==> config.mk <==
export PLATFORM = sky130hd
export DESIGN_NAME = laser_multi
export DESIGN_NICKNAME = d
export VERILOG_FILES = /design/src/rtl/laser_multi.sv
export SDC_FILE = /design/constraint.sdc
export NUM_CORES = 1
export LEC_CHECK = 0
export CORE_MARGIN = 2
export CORE_UTILIZATION = 55
export CTS_CLUSTER_SIZE = 12
export DETAILED_ROUTE_END_ITERATION = 16
export GPL_TIMING_DRIVEN = 0
export PLACE_DENSITY = 0.76
export REMOVE_ABC_BUFFERS = 1
export SLEW_MARGIN = 20
export SYNTH_ARGS = -nofsm -noshare
export SYNTH_HDL_FRONTEND = slang
export SYNTH_SLANG_ARGS = --single-unit
==> constraint.sdc <==
create_clock -name CLK -period 14.85 [get_ports CLK]
set_input_delay 1.485 -clock CLK [delete_from_list [all_inputs] [get_ports CLK]]
set_output_delay 1.485 -clock CLK [all_outputs]
set_load 0.02 [all_outputs]
==> src/rtl/laser_multi.sv <==
// Multi-circle coverage optimiser: loads NPTS points, then places NCIRC circles by
// coordinate descent over the full grid, LANES points per cycle.
module laser_multi #(
    parameter int COORD_W = 4,
    parameter int NPTS    = 40,
    parameter int RADIUS  = 4,
    parameter int NCIRC   = 2,
    parameter int NPASS   = 3,
    parameter int LANES   = 2
) (
    input  logic                          CLK,
    input  logic                          RST,
    input  logic                          START,
    input  logic                          IN_VALID,
    input  logic [COORD_W-1:0]            X,
    input  logic [COORD_W-1:0]            Y,
    output logic [NCIRC*COORD_W-1:0]      CX,
    output logic [NCIRC*COORD_W-1:0]      CY,
    output logic [$clog2(NPTS+1)-1:0]     BEST_CNT,
    output logic                          BUSY,
    output logic                          DONE
);

    localparam int CNT_W  = $clog2(NPTS + 1);
    localparam int NGRP   = NPTS / LANES;
    localparam int GRP_W  = (NGRP > 1) ? $clog2(NGRP) : 1;
    localparam int IDX_W  = (NPTS > 1) ? $clog2(NPTS) : 1;
    localparam int K_W    = (NCIRC > 1) ? $clog2(NCIRC) : 1;
    localparam int PASS_W = $clog2(NPASS + 1);
    localparam int D_W    = 2 * COORD_W + 1;
    localparam logic [D_W-1:0]     R2   = D_W'(RADIUS * RADIUS);
    localparam logic [COORD_W-1:0] CMAX = {COORD_W{1'b1}};

    typedef enum logic [1:0] {IDLE, LOAD, SCAN, FINISH} state_t;

    state_t               state_q, state_d;
    logic [IDX_W-1:0]     load_cnt_q, load_cnt_d;
    logic [COORD_W-1:0]   px_q [NPTS];
    logic [COORD_W-1:0]   px_d [NPTS];
    logic [COORD_W-1:0]   py_q [NPTS];
    logic [COORD_W-1:0]   py_d [NPTS];
    logic [COORD_W-1:0]   cur_x_q [NCIRC];
    logic [COORD_W-1:0]   cur_x_d [NCIRC];
    logic [COORD_W-1:0]   cur_y_q [NCIRC];
    logic [COORD_W-1:0]   cur_y_d [NCIRC];
    logic [COORD_W-1:0]   cand_x_q, cand_x_d, cand_y_q, cand_y_d;
    logic [GRP_W-1:0]     grp_q, grp_d;
    logic [CNT_W-1:0]     cnt_q, cnt_d, best_q, best_d;
    logic [COORD_W-1:0]   best_x_q, best_x_d, best_y_q, best_y_d;
    logic [K_W-1:0]       circ_q, circ_d;
    logic [PASS_W-1:0]    pass_q, pass_d;
    logic                 chg_q, chg_d;
    logic [NCIRC*COORD_W-1:0] cx_q, cx_d, cy_q, cy_d;
    logic [CNT_W-1:0]     best_cnt_q, best_cnt_d;

    logic [LANES-1:0]     lane_hit;
    logic [CNT_W-1:0]     lane_inc;
    logic [CNT_W-1:0]     total;
    logic                 take;
    logic [COORD_W-1:0]   nx, ny;
    logic                 swp_chg;

    // Full-width distance test; no intermediate can overflow.
    function automatic logic covered(input logic [COORD_W-1:0] ax, input logic [COORD_W-1:0] ay,
                                     input logic [COORD_W-1:0] bx, input logic [COORD_W-1:0] by);
        logic [COORD_W-1:0]   dx, dy;
        logic [2*COORD_W-1:0] sx, sy;
        logic [D_W-1:0]       sum;
        dx  = (ax >= bx) ? ax - bx : bx - ax;
        dy  = (ay >= by) ? ay - by : by - ay;
        sx  = {{COORD_W{1'b0}}, dx} * {{COORD_W{1'b0}}, dx};
        sy  = {{COORD_W{1'b0}}, dy} * {{COORD_W{1'b0}}, dy};
        sum = {1'b0, sx} + {1'b0, sy};
        return sum <= R2;
    endfunction

    always_comb begin
        logic [IDX_W-1:0] idx;
        idx      = '0;
        lane_hit = '0;
        lane_inc = '0;
        for (int l = 0; l < LANES; l++) begin
            idx = IDX_W'(int'(grp_q) * LANES + l);
            lane_hit[l] = covered(px_q[idx], py_q[idx], cand_x_q, cand_y_q);
            for (int j = 0; j < NCIRC; j++) begin
                if (K_W'(j) != circ_q && covered(px_q[idx], py_q[idx], cur_x_q[j], cur_y_q[j]))
                    lane_hit[l] = 1'b1;
            end
            lane_inc = lane_inc + CNT_W'(lane_hit[l]);
        end
    end

    always_comb begin
        state_d    = state_q;
        load_cnt_d = load_cnt_q;
        px_d       = px_q;
        py_d       = py_q;
        cur_x_d    = cur_x_q;
        cur_y_d    = cur_y_q;
        cand_x_d   = cand_x_q;
        cand_y_d   = cand_y_q;
        grp_d      = grp_q;
        cnt_d      = cnt_q;
        best_d     = best_q;
        best_x_d   = best_x_q;
        best_y_d   = best_y_q;
        circ_d     = circ_q;
        pass_d     = pass_q;
        chg_d      = chg_q;
        cx_d       = cx_q;
        cy_d       = cy_q;
        best_cnt_d = best_cnt_q;

        total   = cnt_q + lane_inc;
        take    = (total >= best_q);
        nx      = take ? cand_x_q : best_x_q;
        ny      = take ? cand_y_q : best_y_q;
        swp_chg = chg_q | (nx != cur_x_q[circ_q]) | (ny != cur_y_q[circ_q]);

        case (state_q)
            IDLE: begin
                if (START) begin
                    state_d    = LOAD;
                    load_cnt_d = '0;
                end
            end
            LOAD: begin
                if (IN_VALID) begin
                    px_d[load_cnt_q] = X;
                    py_d[load_cnt_q] = Y;
                    load_cnt_d = load_cnt_q + IDX_W'(1);
                    if (load_cnt_q == IDX_W'(NPTS - 1)) begin
                        state_d    = SCAN;
                        load_cnt_d = '0;
                        for (int k = 0; k < NCIRC; k++) begin
                            cur_x_d[k] = '0;
                            cur_y_d[k] = '0;
                        end
                        cand_x_d = '0;
                        cand_y_d = '0;
                        grp_d    = '0;
                        cnt_d    = '0;
                        best_d   = '0;
                        best_x_d = '0;
                        best_y_d = '0;
                        circ_d   = '0;
                        pass_d   = PASS_W'(1);
                        chg_d    = 1'b0;
                    end
                end
            end
            SCAN: begin
                cnt_d = total;
                grp_d = grp_q + GRP_W'(1);
                if (grp_q == GRP_W'(NGRP - 1)) begin
                    // Candidate complete: ties favour the later raster position.
                    grp_d    = '0;
                    cnt_d    = '0;
                    best_d   = take ? total : best_q;
                    best_x_d = nx;
                    best_y_d = ny;
                    cand_x_d = cand_x_q + COORD_W'(1);
                    if (cand_x_q == CMAX)
                        cand_y_d = cand_y_q + COORD_W'(1);
                    if (cand_x_q == CMAX && cand_y_q == CMAX) begin
                        cur_x_d[circ_q] = nx;
                        cur_y_d[circ_q] = ny;
                        best_d   = '0;
                        best_x_d = '0;
                        best_y_d = '0;
                        if (circ_q == K_W'(NCIRC - 1)) begin
                            circ_d = '0;
                            chg_d  = 1'b0;
                            pass_d = pass_q + PASS_W'(1);
                            if (!swp_chg || pass_q == PASS_W'(NPASS)) begin
                                state_d    = FINISH;
                                best_cnt_d = take ? total : best_q;
                                for (int k = 0; k < NCIRC; k++) begin
                                    cx_d[k*COORD_W +: COORD_W] = cur_x_d[k];
                                    cy_d[k*COORD_W +: COORD_W] = cur_y_d[k];
                                end
                            end
                        end else begin
                            circ_d = circ_q + K_W'(1);
                            chg_d  = swp_chg;
                        end
                    end
                end
            end
            FINISH: begin
                if (START) begin
                    state_d    = LOAD;
                    load_cnt_d = '0;
                    cx_d       = '0;
                    cy_d       = '0;
                    best_cnt_d = '0;
                end
            end
            default: state_d = IDLE;
        endcase
    end

    always_ff @(posedge CLK) begin
        if (RST) begin
            state_q    <= IDLE;
            load_cnt_q <= '0;
            for (int i = 0; i < NPTS; i++) begin
                px_q[i] <= '0;
                py_q[i] <= '0;
            end
            for (int k = 0; k < NCIRC; k++) begin
                cur_x_q[k] <= '0;
                cur_y_q[k] <= '0;
            end
            cand_x_q   <= '0;
            cand_y_q   <= '0;
            grp_q      <= '0;
            cnt_q      <= '0;
            best_q     <= '0;
            best_x_q   <= '0;
            best_y_q   <= '0;
            circ_q     <= '0;
            pass_q     <= '0;
            chg_q      <= 1'b0;
            cx_q       <= '0;
            cy_q       <= '0;
            best_cnt_q <= '0;
        end else begin
            state_q    <= state_d;
            load_cnt_q <= load_cnt_d;
            px_q       <= px_d;
            py_q       <= py_d;
            cur_x_q    <= cur_x_d;
            cur_y_q    <= cur_y_d;
            cand_x_q   <= cand_x_d;
            cand_y_q   <= cand_y_d;
            grp_q      <= grp_d;
            cnt_q      <= cnt_d;
            best_q     <= best_d;
            best_x_q   <= best_x_d;
            best_y_q   <= best_y_d;
            circ_q     <= circ_d;
            pass_q     <= pass_d;
            chg_q      <= chg_d;
            cx_q       <= cx_d;
            cy_q       <= cy_d;
            best_cnt_q <= best_cnt_d;
        end
    end

    assign CX       = cx_q;
    assign CY       = cy_q;
    assign BEST_CNT = best_cnt_q;
    assign BUSY     = (state_q == LOAD) || (state_q == SCAN);
    assign DONE     = (state_q == FINISH);

endmodule

==> metrics, run 1 <==
asr flop ratio synth=0%; total routed wirelength=between 60000 and 70000 um; worst hold start=best_y_q[1]; worst r2r src=grp_q[0]; Yosys warnings=0; Max H-tree Level=2; GPL Wtd Cong=approximately 0.89; nets=2870; post-DR wirelength/cell=19.1 um; Num CTS Buffers=40; via count=roughly 19000; Root Driver=clkbuf_16; Critical Path Start=grp_q[0]; startpoint class of the critical path=flip-flop; die area=about 47000 um2; max incr delay on CP=780 ps; area grow syn2layout=8.42%; Clock Sinks=a little over 400; area of the core=roughly 45000 um2; Slowest cell on crit path=dfxtp_4; Hold Vio Cnt, Final=0; max cap viols=0; DRC=0; Max Fclk=between 0.07 and 0.08 GHz; PnR Total Power=around 2.6 mW; final max-slew violation count=0; clock latency on the worst-skew pair=around 550 ps; number of synthesized flops with an enable pin=0; status=finished clean; standard-cell row count=78; Worst Path Arrival=roughly 14000 ps; Pre-Repair DR Iteration Count=5; min-delay worst type=reg2reg; buffer count from post-CTS setup fixing=0; clock buffer depth=3; Syn Area/Cell=around 9.6 um2; hold worst-path end=best_y_q[1]; post-route ant nets=0; antenna violations before repair=1; Setup CP Type=reg2reg; Synth Cell Area=between 20000 and 30000 um2; CP max FO=32; Main synth FF type=dfxtp_1; HPWL reported at the end of detailed placement=about 43000 um; PwrDens=96.8 nW/um2; hold_buf cts=0; vias per cell=~5.9; endpoints failing setup=0; Final period util=between 90 and 100%; R2R Path End=state_q[0]; maximum vdd ir drop=125 uV; clock skew=~15 ps; register area share after synthesis=between 30% and 40%; Worst-Margin Slew=1150 ps; post-CTS resize count=0; #FFs+latches synth=between 400 and 500; Mapped Cells=roughly 2600; CTS tree=done; R2R cell count=42; leakage dissipation=~11 nW; WHS Path Cells=2; largest net degree at the start of global routing=roughly 130; first-pass GRT wire length=98700 um; CTS clk-pin slew, worst paths=around 60 ps; Initial Utilization=between 50% and 60%; RSZ-0062 raised after global routing=no; grt total ovfl=0; ant diodes=0; Top-Level Pins=36; Port Buffers=35; vias in the first global route=19400; hold slack=460 ps; Tmin final=between 10000 and 15000 ps; Netlist cell types=60; die height=roughly 220 um; Reg2Reg Setup Slack=approximately 850 ps; Die X=218 um; layout cells sized above 1=7.82%; kind of end point of the critical path=flip-flop; WP data required=between 15000 and 20000 ps; initial DRC count=roughly 1300; Worst slew margin=22.9%; total track usage=25.8%
cell type report:
type | count | area [um2]
inverter | 201 | 754
clock buffer | 57 | 1120
clock inverter | 2 | 17.5
tap | 600 | 751
fill | 3773 | 18000
timing repair buffer | 56 | 736
multi-input combinational | 1863 | 15800
sequential | 403 | 8080
per-stage QoR:
stage          cell area [um2]  setup slack, ps  std cells  util [%]  setup TNS, ps
6_report                 27200              853       3182      60.2              0
5_1_grt                  27200              193       3182      60.2              0
4_1_cts                  27200              718       3182      60.1              0
3_5_place_dp             26100              754       3123      57.6              0
3_3_place_gp             25700            -5020       3102      56.7        -228850
2_1_floorplan            24600              606       2467         -              0
cells by family (layout without fill, tap and decap cells):
family	count (synthesis)	count (layout)	share of synthesized area, %
AO/OA/AOI/OAI	340	340	8.53
XOR/XNOR	51	51	1.78
adder cells (fa/ha/maj)	293	293	17.3
buffers and inverters	344	316	5.17
flip-flops	403	403	32.1
multiplexers	485	485	23.4
AND/OR/NAND/NOR	694	694	11.8
flip-flops by register name (all words and copies together) (netlist names), 6 cells and up:
register and count:
px_q 160, py_q 160, CX 8, CY 8, cur_x_q 8, cur_y_q 8, BEST_CNT 6, best_q 6
cnt_q 6, load_cnt_q 6
where the power goes:
group | internal, mW | switching (mW) | total [mW]
Sequential | 1.09 | 0.0152 | 1.11
Combinational | 0.212 | 0.394 | 0.606
Clock | 0.517 | 0.408 | 0.925
Total | 1.82 | 0.816 | 2.64
worst max-delay path by stage:
| stage | endpoint | cells past startpoint |
|---|---|---|
| after floorplan | state_q[0] | 39 |
| final | state_q[0] | 42 |
| after CTS | state_q[0] | 41 |
| after detailed placement | state_q[0] | 42 |
| after global routing | state_q[0] | 41 |
| after global placement | BEST_CNT[1] | 40 |
metal layers:
layer	track usage, %	wire length (um)	up-vias
li1	-	-	8850
met1	31.6	25200	9114
met2	45.4	30100	503
met3	2.72	2670	170
met4	12.2	2630	2
met5	0	16	-
cell usage in the layout (no fill, tap or decap), types with 20 or more instances in the layout:
cell	n
a21oi_1	111
inv_1	200
xnor2_1	28
mux2i_1	397
fa_1	91
o21ai_0	73
clkdlybuf4s50_1	26
mux4_2	80
a21o_1	56
dfxtp_1	398
xor2_1	23
clkbuf_16	41
nand2_1	65
nor2_1	490
nand2b_1	21
ha_1	202
nor2b_1	20
critical path: cells and delay by family, from the launching register on:
family                   cells  cell delay (ps)
buffers and inverters        9             1250
AO/OA/AOI/OAI                9             3480
XOR/XNOR                     4             1090
flip-flops                   1              780
adder cells (fa/ha/maj)     10             4030
AND/OR/NAND/NOR              5             1090
multiplexers                 5             2100
cell usage after synthesis, drive strengths merged, types with 11 or more instances:
cell    instances  area (um2)
a21o           56         420
a31oi          11        68.8
nand2          65         244
xor2           23         201
ha            202        2530
fa             91        1820
buf            17        72.6
nor2b          21         131
mux4           80        1800
nand3          19        95.1
o22ai          12        75.1
nor2          490        1840
xnor2          28         245
nor3           15        75.1
o21ai          79         395
clkbuf        126         473
dfxtp         403        8070
mux2i         398        3990
a21oi         113         573
o21bai         12        90.1
a22oi          13        97.6
or2            17         106
a41o           12         120
nand4          11        68.8
inv           201         754
nand2b         21         131
Power figures use the tool's default switching activity.
==> run 2: changes to the inputs <==
--- a/config.mk
+++ b/config.mk
@@ -12,6 +12,7 @@
 export GPL_TIMING_DRIVEN = 0
 export PLACE_DENSITY = 0.76
 export REMOVE_ABC_BUFFERS = 1
+export SETUP_SLACK_MARGIN = 0.4
 export SLEW_MARGIN = 20
 export SYNTH_ARGS = -nofsm -noshare
 export SYNTH_HDL_FRONTEND = slang
==> metrics, run 2 (same netlist as run 1, synthesis figures left out) <==
status=finished clean; post-DR wirelength/cell=19.1 um (about the same); Clk pwr share=35.0% (about the same); Hold Vio Cnt, Final=0 (unchanged); cell family with most CP delay=adder cells; standard-cell row count=78 (unchanged); Port Buffers=35 (unchanged); Top-Level Pins=36 (unchanged); most frequent cells in the layout=490 x nor2_1, 398 x dfxtp_1, 397 x mux2i_1; R2R Path End=state_q[0]; worst hold start=best_y_q[1]; maximum vdd ir drop=125 uV (about the same); worst path bufs/invs=9 (unchanged); switch share=30.9% (-0.038 points); Max H-tree Level=2 (unchanged); max incr delay on CP=790 ps (about the same); layout cells sized above 1=7.82% (unchanged); Placed Cells=3123 (unchanged); Worst Path Arrival=14150 ps (-280 ps); Max Fclk=0.0729 GHz (+2.0%); initial DRC count=1267 (-2.8%); setup ws final=1130 ps (+281 ps); post-route ant nets=0 (unchanged); hold slack=459 ps (-1.24 ps); GPL Wtd Cong=0.888 (unchanged); Final Util=60.2% (about the same); vias in the first global route=19400 (unchanged); die height=218 um (unchanged); DRC=0 (unchanged); FF+latch area=8080 um2 (unchanged); PnR Total Power=2.64 mW (about the same); Fin Setup TNS=0 ps (unchanged); leakage dissipation=11.2 nW (about the same); antenna violations before repair=1 (unchanged); Clock Sinks=403 (unchanged); die area=47400 um2 (unchanged); Num CTS Buffers=40 (unchanged); Root Driver=clkbuf_16; vias per cell=5.85 (about the same); largest net degree at the start of global routing=131 (unchanged); post-route insts no fill=3182 (unchanged); clock buffer depth=3 (unchanged); Pre-Repair DR Iteration Count=6 (+1); first-pass GRT wire length=98700 um (unchanged); Die X=218 um (unchanged); CTS tree=done; min-delay worst type=reg2reg; clock skew=13.4 ps (-1.13 ps); area of the core=45300 um2 (unchanged); hold worst-path end=best_y_q[1]; CTS clk-pin slew, worst paths=60 ps (about the same); internal power=1.82 mW (about the same); Area after DPL=26100 um2 (unchanged); Worst-Margin Slew=1150 ps (-2.07 ps); Tmin final=13720 ps (-281 ps); Setup CP Type=reg2reg; max cap viols=0 (unchanged); dpl ws=754 ps (unchanged); NetSw=0.815 mW (-0.18%); final max-slew violation count=0 (unchanged); total routed wirelength=60700 um (about the same); startpoint class of the critical path=flip-flop; total track usage=25.8% (unchanged); PwrDens=96.7 nW/um2 (about the same); area grow syn2layout=8.47% (about the same); CP max FO=32 (unchanged); Initial Utilization=55.5% (unchanged); grt total ovfl=0 (unchanged); ant diodes=0 (unchanged); R2R cell count=42 (unchanged); Final period util=92.4% (-1.9 points); final instance area=27300 um2 (about the same); RSZ-0062 raised after global routing=no; kind of end point of the critical path=flip-flop; filler cell count=3773 (unchanged); via count=18600 (-0.086%); worst r2r src=grp_q[0]; buffer count from post-CTS setup fixing=0 (unchanged); sequential share of power=42.0% (about the same); Logic pwr share=23.0% (about the same); commonest non-fill, non-tap cell in the layout=nor2_1; nets=2870 (unchanged); WHS Path Cells=2 (unchanged); Slowest cell on crit path=dfxtp_4; multi-input logic area=15800 um2 (about the same); endpoints failing setup=0 (unchanged); largest registers=px_q (160), py_q (160); clock latency on the worst-skew pair=550 ps (about the same); Worst slew margin=23.0% (+0.14 points); Reg2Reg Setup Slack=1130 ps (+280 ps); WP data required=15280 ps (about the same); HPWL reported at the end of detailed placement=43400 um (unchanged)
-- run 2: cell counts in the layout (fill, tap and decap cells not counted) --
Identical to the previous run, type by type.
-- run 2: worst max path at each step --
stage,start,cells past startpoint,to,slack (ps)
global placement,grp_q[0],40,BEST_CNT[1],-5020
global route,grp_q[0],42,state_q[0],410
floorplan,grp_q[0],39,state_q[0],610
CTS,grp_q[0],41,state_q[0],720
finish,grp_q[0],42,state_q[0],1130
detailed placement,grp_q[0],42,state_q[0],750
-- run 2: power by group through the flow --
stage / logic, mW / registers, mW / clock network [mW]
CTS: 0.596 / 1.11 / 0.935
global route: 0.663 / 1.11 / 0.978
finish: 0.605 / 1.11 / 0.924
global placement: 0.551 / 1.13 / 0
detailed placement: 0.591 / 1.13 / 0
floorplan: 0.387 / 1.13 / 0
-- run 2: routing by layer --
| layer | GRT usage [%] | vias up | wire length (um) |
|---|---|---|---|
| li1 | - | 8856 | - |
| met1 | 31.6 | 9101 | 25200 |
| met2 | 45.4 | 501 | 30300 |
| met3 | 2.72 | 163 | 2640 |
| met4 | 12.2 | 2 | 2560 |
| met5 | 0 | - | 16 |
-- run 2: area by class of cell --
type / count / share of cell area (%)
Clock buffer: 57 / 4.09
Inverter: 201 / 2.77
Tap cell: 600 / 2.75
Timing Repair Buffer: 56 / 2.70
Multi-Input combinational cell: 1863 / 58.0
Sequential cell: 403 / 29.6
Clock inverter: 2 / 0.0643
-- run 2: what timing repair did --
| action | CTS | global route |
|---|---|---|
| gates resized for setup | 0 | 2 |
| endpoints found under the hold margin | 0 | 0 |
| endpoints found under the setup margin | 0 | 4 |
| hold buffers | 0 | 0 |
-- run 2: worst register-to-register path: cells and delay by family (launching register included) --
kind,cells,cell delay [ps]
AO/OA/AOI/OAI,9,3280
XOR/XNOR,4,1120
adder cells (fa/ha/maj),10,4020
buffers and inverters,9,1280
flip-flops,1,790
multiplexers,5,2110
AND/OR/NAND/NOR,5,1010
